$ cat src/rtl/alu_seq_if.sv
// Operand/opcode request and result/flag response bundle between the decode stage,
// alu_seq and the register-file writeback.
interface alu_seq_if #(
  parameter int W = 8
);
  logic         in_valid;
  logic         in_ready;
  logic [W-1:0] a;
  logic [W-1:0] b;
  logic [3:0]   s;
  logic         out_valid;
  logic         out_ready;
  logic [W-1:0] out;
  logic [W-1:0] out_hi;
  logic         z;
  logic         n;
  logic         c;
  logic         v;
  logic         err;

  modport master (
    output in_valid, a, b, s, out_ready,
    input  in_ready, out_valid, out, out_hi, z, n, c, v, err
  );

  modport slave (
    input  in_valid, a, b, s, out_ready,
    output in_ready, out_valid, out, out_hi, z, n, c, v, err
  );
endinterface

$ cat src/rtl/alu_seq.sv
// Registered ALU with valid/ready handshakes and a persistent z/n/c/v flag register.
// Define ALU_MUL_EN to build the W-cycle shift-add multiplier behind opcode 1011.
module alu_seq #(
  parameter int W = 8
) (
  input logic      clk,
  input logic      rst_n,
  alu_seq_if.slave bus
);
  localparam logic [3:0] OP_ADD = 4'b0000;
  localparam logic [3:0] OP_SUB = 4'b0001;
  localparam logic [3:0] OP_AND = 4'b0010;
  localparam logic [3:0] OP_OR  = 4'b0011;
  localparam logic [3:0] OP_NOT = 4'b0100;
  localparam logic [3:0] OP_XOR = 4'b0101;
  localparam logic [3:0] OP_SHL = 4'b0110;
  localparam logic [3:0] OP_SHR = 4'b0111;
  localparam logic [3:0] OP_ADC = 4'b1000;
  localparam logic [3:0] OP_SBC = 4'b1001;
  localparam logic [3:0] OP_ASR = 4'b1010;
`ifdef ALU_MUL_EN
  localparam logic [3:0] OP_MUL = 4'b1011;
  localparam int         CW     = $clog2(W);

  typedef enum logic [1:0] {IDLE = 2'd0, DONE = 2'd1, MULT = 2'd2} state_t;
`else
  typedef enum logic {IDLE = 1'b0, DONE = 1'b1} state_t;
`endif

  typedef struct packed {
    logic [W-1:0] res;
    logic         c;
    logic         v;
    logic         err;
  } alu_res_t;

  function automatic alu_res_t alu_eval(input logic [W-1:0] op_a, input logic [W-1:0] op_b,
                                        input logic [3:0] op, input logic cin);
    alu_res_t   r;
    logic [W:0] ext;
    r   = '0;
    ext = '0;
    case (op)
      OP_ADD, OP_ADC: begin
        ext   = {1'b0, op_a} + {1'b0, op_b} + {{W{1'b0}}, (op == OP_ADC) & cin};
        r.res = ext[W-1:0];
        r.c   = ext[W];
        r.v   = (op_a[W-1] == op_b[W-1]) && (ext[W-1] != op_a[W-1]);
      end
      // Bit W of the extended difference is the borrow, including the borrow-in.
      OP_SUB, OP_SBC: begin
        ext   = {1'b0, op_a} - {1'b0, op_b} - {{W{1'b0}}, (op == OP_SBC) & cin};
        r.res = ext[W-1:0];
        r.c   = ext[W];
        r.v   = (op_a[W-1] != op_b[W-1]) && (ext[W-1] != op_a[W-1]);
      end
      OP_AND: r.res = op_a & op_b;
      OP_OR:  r.res = op_a | op_b;
      OP_NOT: r.res = ~op_a;
      OP_XOR: r.res = op_a ^ op_b;
      OP_SHL: begin
        r.res = {op_a[W-2:0], 1'b0};
        r.c   = op_a[W-1];
        r.v   = op_a[W-1] ^ op_a[W-2];
      end
      OP_SHR: begin
        r.res = {1'b0, op_a[W-1:1]};
        r.c   = op_a[0];
      end
      OP_ASR: begin
        r.res = {op_a[W-1], op_a[W-1:1]};
        r.c   = op_a[0];
      end
      default: r.err = 1'b1;
    endcase
    return r;
  endfunction

  state_t       state_q, state_d;
  logic [W-1:0] out_q, out_d;
  logic         z_q, z_d, n_q, n_d, c_q, c_d, v_q, v_d, err_q, err_d;
  logic         accept;
  logic         start_mul;
  alu_res_t     alu_r;

`ifdef ALU_MUL_EN
  logic [W-1:0]  out_hi_q, out_hi_d;
  logic [W-1:0]  mcand_q, mcand_d, lo_q, lo_d, hi_q, hi_d;
  logic [CW-1:0] cnt_q, cnt_d;
  logic [W:0]    step_sum;
  logic [W-1:0]  step_hi, step_lo;

  assign start_mul = (bus.s == OP_MUL);
  // One shift-add step: {hi,lo} holds partial product above the unconsumed multiplier bits.
  assign step_sum  = {1'b0, hi_q} + {1'b0, mcand_q & {W{lo_q[0]}}};
  assign step_hi   = step_sum[W:1];
  assign step_lo   = {step_sum[0], lo_q[W-1:1]};
`else
  assign start_mul = 1'b0;
`endif

  assign bus.in_ready = (state_q == IDLE) || (state_q == DONE && bus.out_ready);
  assign accept       = bus.in_valid && bus.in_ready;
  assign alu_r        = alu_eval(bus.a, bus.b, bus.s, c_q);

  always_comb begin
    state_d = state_q;
    out_d   = out_q;
    z_d     = z_q;
    n_d     = n_q;
    c_d     = c_q;
    v_d     = v_q;
    err_d   = err_q;
`ifdef ALU_MUL_EN
    out_hi_d = out_hi_q;
    mcand_d  = mcand_q;
    lo_d     = lo_q;
    hi_d     = hi_q;
    cnt_d    = cnt_q;
`endif
    case (state_q)
      IDLE, DONE: begin
        if (accept && !start_mul) begin
          state_d = DONE;
          out_d   = alu_r.res;
          z_d     = (alu_r.res == '0);
          n_d     = alu_r.res[W-1];
          c_d     = alu_r.c;
          v_d     = alu_r.v;
          err_d   = alu_r.err;
`ifdef ALU_MUL_EN
          out_hi_d = '0;
`endif
        end
`ifdef ALU_MUL_EN
        else if (accept) begin
          state_d = MULT;
          mcand_d = bus.a;
          lo_d    = bus.b;
          hi_d    = '0;
          cnt_d   = '0;
        end
`endif
        else if (state_q == DONE && bus.out_ready) begin
          state_d = IDLE;
        end
      end
`ifdef ALU_MUL_EN
      MULT: begin
        hi_d  = step_hi;
        lo_d  = step_lo;
        cnt_d = cnt_q + 1'b1;
        if (cnt_q == CW'(W - 1)) begin
          state_d  = DONE;
          out_d    = step_lo;
          out_hi_d = step_hi;
          z_d      = ({step_hi, step_lo} == '0);
          n_d      = step_hi[W-1];
          c_d      = (step_hi != '0);
          v_d      = 1'b0;
          err_d    = 1'b0;
        end
      end
`endif
      default: state_d = IDLE;
    endcase
  end

  always_ff @(posedge clk or negedge rst_n) begin
    if (!rst_n) begin
      state_q <= IDLE;
      out_q   <= '0;
      z_q     <= 1'b0;
      n_q     <= 1'b0;
      c_q     <= 1'b0;
      v_q     <= 1'b0;
      err_q   <= 1'b0;
`ifdef ALU_MUL_EN
      out_hi_q <= '0;
`endif
    end else begin
      state_q <= state_d;
      out_q   <= out_d;
      z_q     <= z_d;
      n_q     <= n_d;
      c_q     <= c_d;
      v_q     <= v_d;
      err_q   <= err_d;
`ifdef ALU_MUL_EN
      out_hi_q <= out_hi_d;
`endif
    end
  end

`ifdef ALU_MUL_EN
  // Multiplier working registers are always loaded before use, so they carry no reset.
  always_ff @(posedge clk) begin
    mcand_q <= mcand_d;
    lo_q    <= lo_d;
    hi_q    <= hi_d;
    cnt_q   <= cnt_d;
  end

  assign bus.out_hi = out_hi_q;
`else
  assign bus.out_hi = '0;
`endif

  assign bus.out_valid = (state_q == DONE);
  assign bus.out       = out_q;
  assign bus.z         = z_q;
  assign bus.n         = n_q;
  assign bus.c         = c_q;
  assign bus.v         = v_q;
  assign bus.err       = err_q;
endmodule

$ cat src/flat_wrapper.sv
// flat-port wrapper written by rule: the top's interface ports become plain ports
module alu_seq_flat 
#(
  parameter int W = 8
)
  (clk, rst_n, bus_in_valid, bus_a, bus_b, bus_s, bus_out_ready, bus_in_ready, bus_out_valid, bus_out, bus_out_hi, bus_z, bus_n, bus_c, bus_v, bus_err);
  alu_seq_if #(.W(W)) bus_i ();
  input logic clk;
  input logic rst_n;
  input wire logic [$bits(bus_i.in_valid)-1:0] bus_in_valid;
  input wire logic [$bits(bus_i.a)-1:0] bus_a;
  input wire logic [$bits(bus_i.b)-1:0] bus_b;
  input wire logic [$bits(bus_i.s)-1:0] bus_s;
  input wire logic [$bits(bus_i.out_ready)-1:0] bus_out_ready;
  output wire logic [$bits(bus_i.in_ready)-1:0] bus_in_ready;
  output wire logic [$bits(bus_i.out_valid)-1:0] bus_out_valid;
  output wire logic [$bits(bus_i.out)-1:0] bus_out;
  output wire logic [$bits(bus_i.out_hi)-1:0] bus_out_hi;
  output wire logic [$bits(bus_i.z)-1:0] bus_z;
  output wire logic [$bits(bus_i.n)-1:0] bus_n;
  output wire logic [$bits(bus_i.c)-1:0] bus_c;
  output wire logic [$bits(bus_i.v)-1:0] bus_v;
  output wire logic [$bits(bus_i.err)-1:0] bus_err;
  assign bus_i.in_valid = bus_in_valid;
  assign bus_i.a = bus_a;
  assign bus_i.b = bus_b;
  assign bus_i.s = bus_s;
  assign bus_i.out_ready = bus_out_ready;
  assign bus_in_ready = bus_i.in_ready;
  assign bus_out_valid = bus_i.out_valid;
  assign bus_out = bus_i.out;
  assign bus_out_hi = bus_i.out_hi;
  assign bus_z = bus_i.z;
  assign bus_n = bus_i.n;
  assign bus_c = bus_i.c;
  assign bus_v = bus_i.v;
  assign bus_err = bus_i.err;
  alu_seq #(.W(W)) u_core (.clk(clk), .rst_n(rst_n), .bus(bus_i));
endmodule
$ cat config.mk
export PLATFORM = sky130hd
export DESIGN_NAME = alu_seq_flat
export DESIGN_NICKNAME = d
export VERILOG_FILES = /design/src/rtl/alu_seq_if.sv /design/src/rtl/alu_seq.sv /design/src/flat_wrapper.sv
export SDC_FILE = /design/constraint.sdc
export NUM_CORES = 1
export LEC_CHECK = 0
export CAP_MARGIN = 20
export CORE_MARGIN = 2
export CORE_UTILIZATION = 45
export CTS_BUF_LIST = sky130_fd_sc_hd__clkbuf_8 sky130_fd_sc_hd__clkbuf_16
export CTS_CLUSTER_DIAMETER = 50
export DETAILED_ROUTE_END_ITERATION = 8
export PLACE_DENSITY = 0.74
export SYNTH_ARGS = -nofsm -noshare
export SYNTH_HDL_FRONTEND = slang
export SYNTH_SLANG_ARGS = --single-unit
export TNS_END_PERCENT = 50
$ cat constraint.sdc
create_clock -name clk -period 2.83 [get_ports clk]
set_clock_uncertainty 0.05 [all_clocks]
set_input_delay 0.566 -clock clk [delete_from_list [all_inputs] [get_ports clk]]
set_output_delay 0.566 -clock clk [all_outputs]
set_load 0.01 [all_outputs]
### Word level (Yosys, flattened, before mapping)

Index checks and enable logic that the tools add are counted.

* bits in registers: 14
* input port bits: 24
* word-level logic and storage cells: 51

* add/sub/neg operators: 4
* eq/ne operators: 14
* multiplexer cells: 6
* bitwise operators: 8
* reductions and logical operators: 12

Operators by type and width (number)
* 8-bit case mux with 9 select lines: 1
* 4-bit by 3-bit == test with 1-bit output, second input constant: 4
* 4-bit == test, second input constant: 3
* 11-bit OR reduction: 1
* 8-bit by 8-bit adder with 9-bit output: 1
* 9-bit by 1-bit adder with 9-bit output: 1
* 8-bit by 8-bit subtractor with 9-bit output: 1
* 9-bit by 1-bit subtractor with 9-bit output: 1
* 8-bit bitwise AND: 1
* 4-bit by 2-bit == test with 1-bit output, second input constant: 2
* 8-bit zero test: 1
* 8-bit NOT: 1
* 8-bit OR: 1
* 8-bit XOR: 1
* 2-bit OR reduction: 3
* 4-bit by 1-bit == test with 1-bit output, second input constant: 1
* 1-bit logical AND: 4
* 4-bit zero test: 1
* 1-bit case mux with 4 select lines: 1
* 1-bit two-way mux: 3
* 1-bit != test: 3
* 1-bit case mux with 3 select lines: 1
* 1-bit bitwise AND: 2
* 2-bit nonzero test: 1
* other kinds (4): 4

### Longest topological paths before layout

* word-level depth: 6
* gate-level depth with buffers: 13
* gate-level depth less buffers: 12

### Least setup slack after synthesis

Ideal clock, no wire load.

* kind: input port to flip-flop
* start point: input bus_s[2]
* end point: register u_core.v_q, in the netlist u_core.bus.v
* setup time: 131 ps
* data arrival time: 3103 ps
* data required time: 2649 ps
* setup slack: -455 ps
* cell stages on the path: 13
* buffers on the path: 1
* path through: clkbuf_4 nor3b_2 nand3_1 fa_1 inv_1 ha_1 o21ai_4 nand2_1 a41o_1 a21oi_1 xnor3_1 a311oi_1 o21ai_1

* longest elaborated chain between the ends: 6
* elaborated cells between the ends (all ways): 16
* classes of those cells: 2 x add/sub; 6 x eq/ne; 1 x mux; 2 x bitwise; 5 x reduce/logical

RTL lines
* from (decl): RTL line flat_wrapper.sv:13 `input wire logic [$bits(bus_i.s)-1:0] bus_s;`
* 4-bit == test (on tied branches): RTL line alu_seq.sv:43, alu_seq.sv:52, alu_seq.sv:45
* 1-bit bitwise AND (on tied branches): RTL line alu_seq.sv:52, alu_seq.sv:45
* 9-bit by 1-bit subtractor with 9-bit output or 9-bit by 1-bit adder with 9-bit output (tied branches): RTL line alu_seq.sv:52, alu_seq.sv:45
* 1-bit != test (on tied branches): RTL line alu_seq.sv:55, alu_seq.sv:48
* 1-bit logical AND (on tied branches): RTL line alu_seq.sv:55, alu_seq.sv:48
* 1-bit case mux with 3 select lines *: RTL line alu_seq.sv:43 `case (op)`
* to (signal assigned): RTL line alu_seq.sv:187 `v_q <= v_d;`
* to (decl): RTL line alu_seq.sv:81 `logic z_q, z_d, n_q, n_d, c_q, c_d, v_q, v_d, err_q, err_d;`

Every way passes the cells marked *; elsewhere a longest branch is shown, timed or not.
A chain may end at the register's enable or synchronous reset.

### Final worst setup path

* start point: input bus_s[1]
* end point: register u_core.z_q, in the netlist u_core.bus.z

* longest elaborated chain between the ends: 5
* elaborated cells between the ends (all ways): 19
* classes of those cells: 2 x add/sub; 10 x eq/ne; 1 x mux; 2 x bitwise; 4 x reduce/logical

RTL lines
* 4-bit == test (on tied branches): RTL line alu_seq.sv:43, alu_seq.sv:52, alu_seq.sv:45
* 1-bit bitwise AND (on tied branches): RTL line alu_seq.sv:52, alu_seq.sv:45
* 9-bit by 1-bit subtractor with 9-bit output or 9-bit by 1-bit adder with 9-bit output (tied branches): RTL line alu_seq.sv:52, alu_seq.sv:45
* 8-bit case mux with 9 select lines *: RTL line alu_seq.sv:43
* 8-bit zero test *: RTL line alu_seq.sv:126 `z_d = (alu_r.res == '0);`
* to (signal assigned): RTL line alu_seq.sv:184 `z_q <= z_d;`
* to (decl): RTL line alu_seq.sv:81

Marks and branches as above.

==> results.yml <==
logic_synthesis:
  synth_flop_cell: "dfrtp_1"
  ys_seq_area_share_pct: 14.44
  synth.distinct_cells: 58
  netlist.area_leader.share_pct: 16.67
  synth.area.top_cells: "ha_1, dfrtp_1, nand2_1"
  netlist_instances: 284
  synth_most_common_cell: "ha_1"
  async_flop_share_pct: 100.0
  synth_area_um2: 2252
  yosysTopAreaCell: "ha_1"
  synth_top_cells_by_count: "ha_1, nand2_1, inv_1"
  ys_ff_latch: 13
  synth_edf_count: 0
  synth.avg_cell_area_um2: 7.930
  yosysWarnings: 0
drt:
  avgRoutedWirePerCell_um: 15.85
  avgViaCountPerCell: 5.519
  finalWirelength_um: 7052
  vias: 2456
  drt-initial-drc-count: 193
  antenna_left: 0
  drcViolationCount: 0
  dr.pass1.iters: 4
floorplanning:
  core_um2: 4786
  die_height_um: 74.75
  rows: 25
  initial_core_util_pct: 47.06
  die_area_um2: 5587
  io_pins: 47
  die_width_um: 74.75
clock_network:
  cts-buffers-inserted: 3
  worstSkewPairLatency_ns: 0.25
  ctsHtreeMaxLevel: 1
  cts_tree: "built"
  clock_sinks: 13
  clock_path_buffers: 2
  root_buffer: "clkbuf_8"
  cts.reportedPaths.clkPinSlew_ns: 0.06
  holdBufCountCts: 0
layout:
  area_delta_synth_final_pct: 49.17
  drive_gt1_share_pct: 31.75
  n_antenna_cell: 0
  utilization_pct: 70.20
  num-nets-final: 437
  final_cells: 445
placement:
  portBuffers: 38
  placedCellCount: 438
  dp_hpwl_um: 5340
  gp_congestion: 0.9742
  dp_slack_ns: -0.9097
grt:
  grt_first_pass_wirelength_um: 10720
  grt.overflow.total: 0
  top_usage_layer: "met2"
  use_met1_pct: 32.92
  track_usage_pct: 24.91
  grt_use_met2_pct: 41.40
  antenna_found_initial: 0
  met3_usage_pct: 3.347
  grt_max_degree: 20
  grt_pass1_vias: 2332
setup_path:
  cp.depth: 12
  critPathBufInv: 1
  r2r_cells: 11
  cp.arrival_ns: 3.00
  start_kind: "primary input"
  cp.required_ns: 2.97
  cp_cell_sequence: "buf_8, nor3b_4, nand3_2, fa_2, ha_1, xor2_1, nand2_1, nand4b_1, a211oi_2, nand3_2, nor4_2, a32o_2"
  worstSetupPathType: "in2reg"
  path_max_fanout: 2
  slowest_stage: "fa_2"
  worst_path_largest_cell_delay_ns: 0.56
  worst_path_dominant_cell_family: "simple AND/OR/NAND/NOR gates"
  critPathMostFrequentCell: "nand3_2"
  cp-end-kind: "flop"
  rrSetupSlack_ns: 0.07
power_and_ir_drop:
  ir_worst_vdd_mv: 0.2416
  leakagePower_nw: 1.570
  p_total_mw: 1.073
  power_density_nw_per_um2: 319.4
sta:
  tns_ns: -0.02551
  finalCritPeriodShare_pct: 100.9
  worstMarginPinSlew_ns: 0.6249
  maxSlewViolCount: 0
  finalWorstSetupSlack_ns: -0.02551
  rsz0062_at_grt: "yes"
  fmax_ghz: 0.3502
  finalHoldViolations: 0
  finalSetupViolCount: 1
  period_minus_slack_ns: 2.856
  slew_headroom_pct: 58.21
min_path:
  hold_path_depth: 2
  hp-class: "reg2reg"
run:
  cap_viol_max_count: 0
status:
  failed_checks: "setup timing"
  outcome: "finished, violations left"
==> cells by family (layout without fill, tap and decap cells) <==
kind of cell | count (synthesis) | count (layout) | synth area share (%)
flops | 13 | 13 | 14.44
simple gates | 94 | 94 | 21.44
compound gates | 77 | 77 | 24.45
buf+inv | 47 | 134 | 11.11
mux | 6 | 6 | 2.889
fa+ha+maj | 34 | 34 | 20.22
other cells | 1 | 8 | 0.1665
xor+xnor | 12 | 12 | 5.278
==> registers in the layout (all words and copies together), names as in the netlist <==
name / cells
u_core.bus.out_valid: 1
u_core.bus.c: 1
u_core.bus.out: 8
u_core.bus.err: 1
u_core.bus.v: 1
u_core.bus.z: 1
==> cells in the final DEF, fill, tap and decap left out, types with 8 or more instances in the layout <==
master,count
buf_4,66
clkdlybuf4s50_1,27
ha_1,25
nand2_1,24
inv_1,19
nor2_1,15
dfrtp_1,13
nor2b_1,12
o21ai_0,11
o21ai_1,9
nand2b_1,8
a21oi_1,8
conb_1,8
==> path summary, 6_finish.rpt <==
kind / from / end
setup / recovery: bus_s[1] / u_core.bus.z
hold / removal: u_core.bus.out[1] / u_core.bus.out[1]
setup reg to reg: u_core.bus.c / u_core.bus.z
hold reg to reg: u_core.bus.out[1] / u_core.bus.out[1]
max in group asynchronous: rst_n / u_core.bus.out[3]
min in group asynchronous: rst_n / u_core.bus.out[7]
==> area by class of cell <==
| class | count | area (um2) |
|---|---|---|
| Timing Repair Buffer | 105 | 903.4 |
| Tap cell | 67 | 83.83 |
| Multi-Input combinational cell | 231 | 1908 |
| Sequential cell | 13 | 325.3 |
| Inverter | 25 | 93.84 |
| Clock buffer | 3 | 41.29 |
| Fill cell | 373 | 1426 |
| Clock inverter | 1 | 3.754 |
==> stage by stage <==
stage,instance area (um2),hold slack (ns)
after floorplan,2352,0.2204
after global placement,3123,0.4178
after detailed placement,3123,0.4225
after CTS,3272,0.4347
after global routing,3359,0.4675
final,3359,0.4322
==> what timing repair did <==
action	CTS	global route
setup buffers	2	1
gates resized for setup	36	20
endpoints found under the setup margin	11	7
gates cloned	0	0
pin swaps	11	10
==> worst reg2reg max path: cells and delay by family (launching register included) <==
kind | cells | cell delay (ns)
flops | 1 | 0.49
fa+ha+maj | 2 | 0.66
simple gates | 5 | 0.73
compound gates | 3 | 0.73
buf+inv | 1 | 0.05
==> where the power goes <==
| group | switching (mW) | internal, mW | leakage (nW) | total (mW) |
|---|---|---|---|---|
| clock | 0.0733 | 0.0962 | 0.0269 | 0.169 |
| combinational | 0.319 | 0.349 | 1.38 | 0.668 |
| sequential | 0.0195 | 0.216 | 0.166 | 0.236 |
==> per-layer routing <==
metal,routed length [um],part of all wire (%)
met1,2982,42
met2,3446,49
met3,414,5.9
met4,208,2.9
met5,0,0
No activity file was read; power rests on OpenSTA's default activity.
==> patch (same settings) <==
Build with the macro `ALU_MUL_EN` defined.
--- a/src/rtl/alu_seq.sv
+++ b/src/rtl/alu_seq.sv
@@ -2,2 +2,4 @@
 // Define ALU_MUL_EN to build the W-cycle shift-add multiplier behind opcode 1011.
+`define ALU_MUL_EN
+
 module alu_seq #(
Formal check against the unedited RTL: not equivalent (a bounded check fails within 4 cycles, from zero or initial values and one cycle with rst_n low).
==> patch against the original RTL <==
  * The flow still finishes with violations (negative setup slack)
  * First-iteration DRC count grew 12%
  * Setup slack worse by 150 ps
  * Power increased by 95%
  * Synthesized cell count rose by 50%
  * Count of clock-buffer cells in the layout is 2 higher
  * Sequential power grew to 3.6 times the old value
  * Wire length up 64%
  * Design area up 63%
  * Sequential cell count is 37 higher
  * Area after synthesis up 77%
  * Critical path depth rose by 1
  * Critical endpoint is now u_core.bus.n
==> patch: results (changes against the original RTL) <==
* Synth Area in Adders at 0.1505 (-0.05170)
* Synth cell count leaders: 40 x ha_1, 33 x nand2_1, 31 x nor2_1, 31 x o21ai_0, 28 x inv_1
* Post-synthesis compound-gate area fraction at 0.2114 (-0.03309)
* Share of layout cells above drive strength 1 at 0.2772 (-0.04029)
* Half-perimeter wire length after placement at 9256 µm (+73%)
* Pre-CTS setup slack at -960.5 ps (-50.79 ps)
* CTS Buf Count at 5 (+2)
* Routed wire length at 11560 µm (+64%)
* Met3 Track Usage GR at 0.03436 (+0.0008921)
* Post-DP Area at 5201 µm² (+67%)
* Critical-path maximum fanout at 3 (+1)
* Xor/xnor share of the synthesized area at 0.04327 (-0.009504)
* Setup_tns at -703.5 ps (-678.0 ps)
* Vias in the first global route at 3899 (+67%)
* Arrival @ worst endpoint at 3150 ps (+150 ps)
* Post-route setup slack at -180.1 ps (-154.6 ps)
* Synth area leaders: edfxtp_1 20%, dfrtp_1 14%, ha_1 13%
* Total track usage at 0.2459 (-0.003239)
* Post-synth EDFFs at 27 (+27)
* Post-CTS Resized at 52 (+44%)
* Failing checks: negative setup slack
* DR iter-0 viols at 216 (+12%)
* Final net count at 620 (+42%)
* Status: complete, but fails checks
* H-tree Lvls at 2 (+1)
* Final setup vio count at 6 (+5)
* Worst rel slew slack at 0.6305 (+0.04836)
* First-pass GRT wire length at 19160 µm (+79%)
patch: metal layers:
metal | wire, µm | share of wire
met1 | 4793 | 0.41
met3 | 703 | 0.061
met4 | 276 | 0.024
met5 | 0 | 0
met2 | 5788 | 0.50
patch: metrics by stage:
| step | util | power (µW) | cells |
|---|---|---|---|
| floorplan | - | 1260 | 427 |
| global placement | 0.5993 | 1623 | 648 |
| detailed placement | 0.5993 | 1644 | 648 |
| CTS | 0.6287 | 2077 | 660 |
| global route | 0.6328 | 2194 | 660 |
| finish | 0.6328 | 2088 | 660 |
patch: power by group:
part	internal (µW)	switching, µW	total, µW	leakage, µW
Combinational	429	401	830	0.00182
Sequential	822	39.2	861	0.000551
Clock	171	226	397	0.0000493
patch: final timing paths:
path                                      start              endpoint  slack (ps)  depth (start not counted)
min reg2reg                u_core.bus.out_hi[1]  u_core.bus.out_hi[1]         440                          2
max                                    bus_s[1]          u_core.bus.n        -180                         13
max in group asynchronous                 rst_n          u_core.bus.c        1910                          2
min in group asynchronous                 rst_n  u_core.bus.out_hi[4]         570                          2
min                        u_core.bus.out_hi[1]  u_core.bus.out_hi[1]         440                          2
max reg2reg                      u_core.lo_q[0]          u_core.bus.z        -150                         10
patch: area by class of cell:
cell class	count	area share
Multi-Input combinational cell	330	0.4773
Sequential cell	50	0.2527
Timing Repair Buffer	136	0.2105
Tap cell	108	0.02461
Inverter	28	0.01914
Clock buffer	5	0.01253
Clock inverter	3	0.003190
patch: worst max-delay path, delay by kind of cell:
kind / cells / cell delay [ps]
buffers and inverters: 2 / 150
AND/OR/NAND/NOR: 4 / 590
AO/OA/AOI/OAI: 4 / 1010
XOR/XNOR: 1 / 110
adder cells (fa/ha/maj): 2 / 710
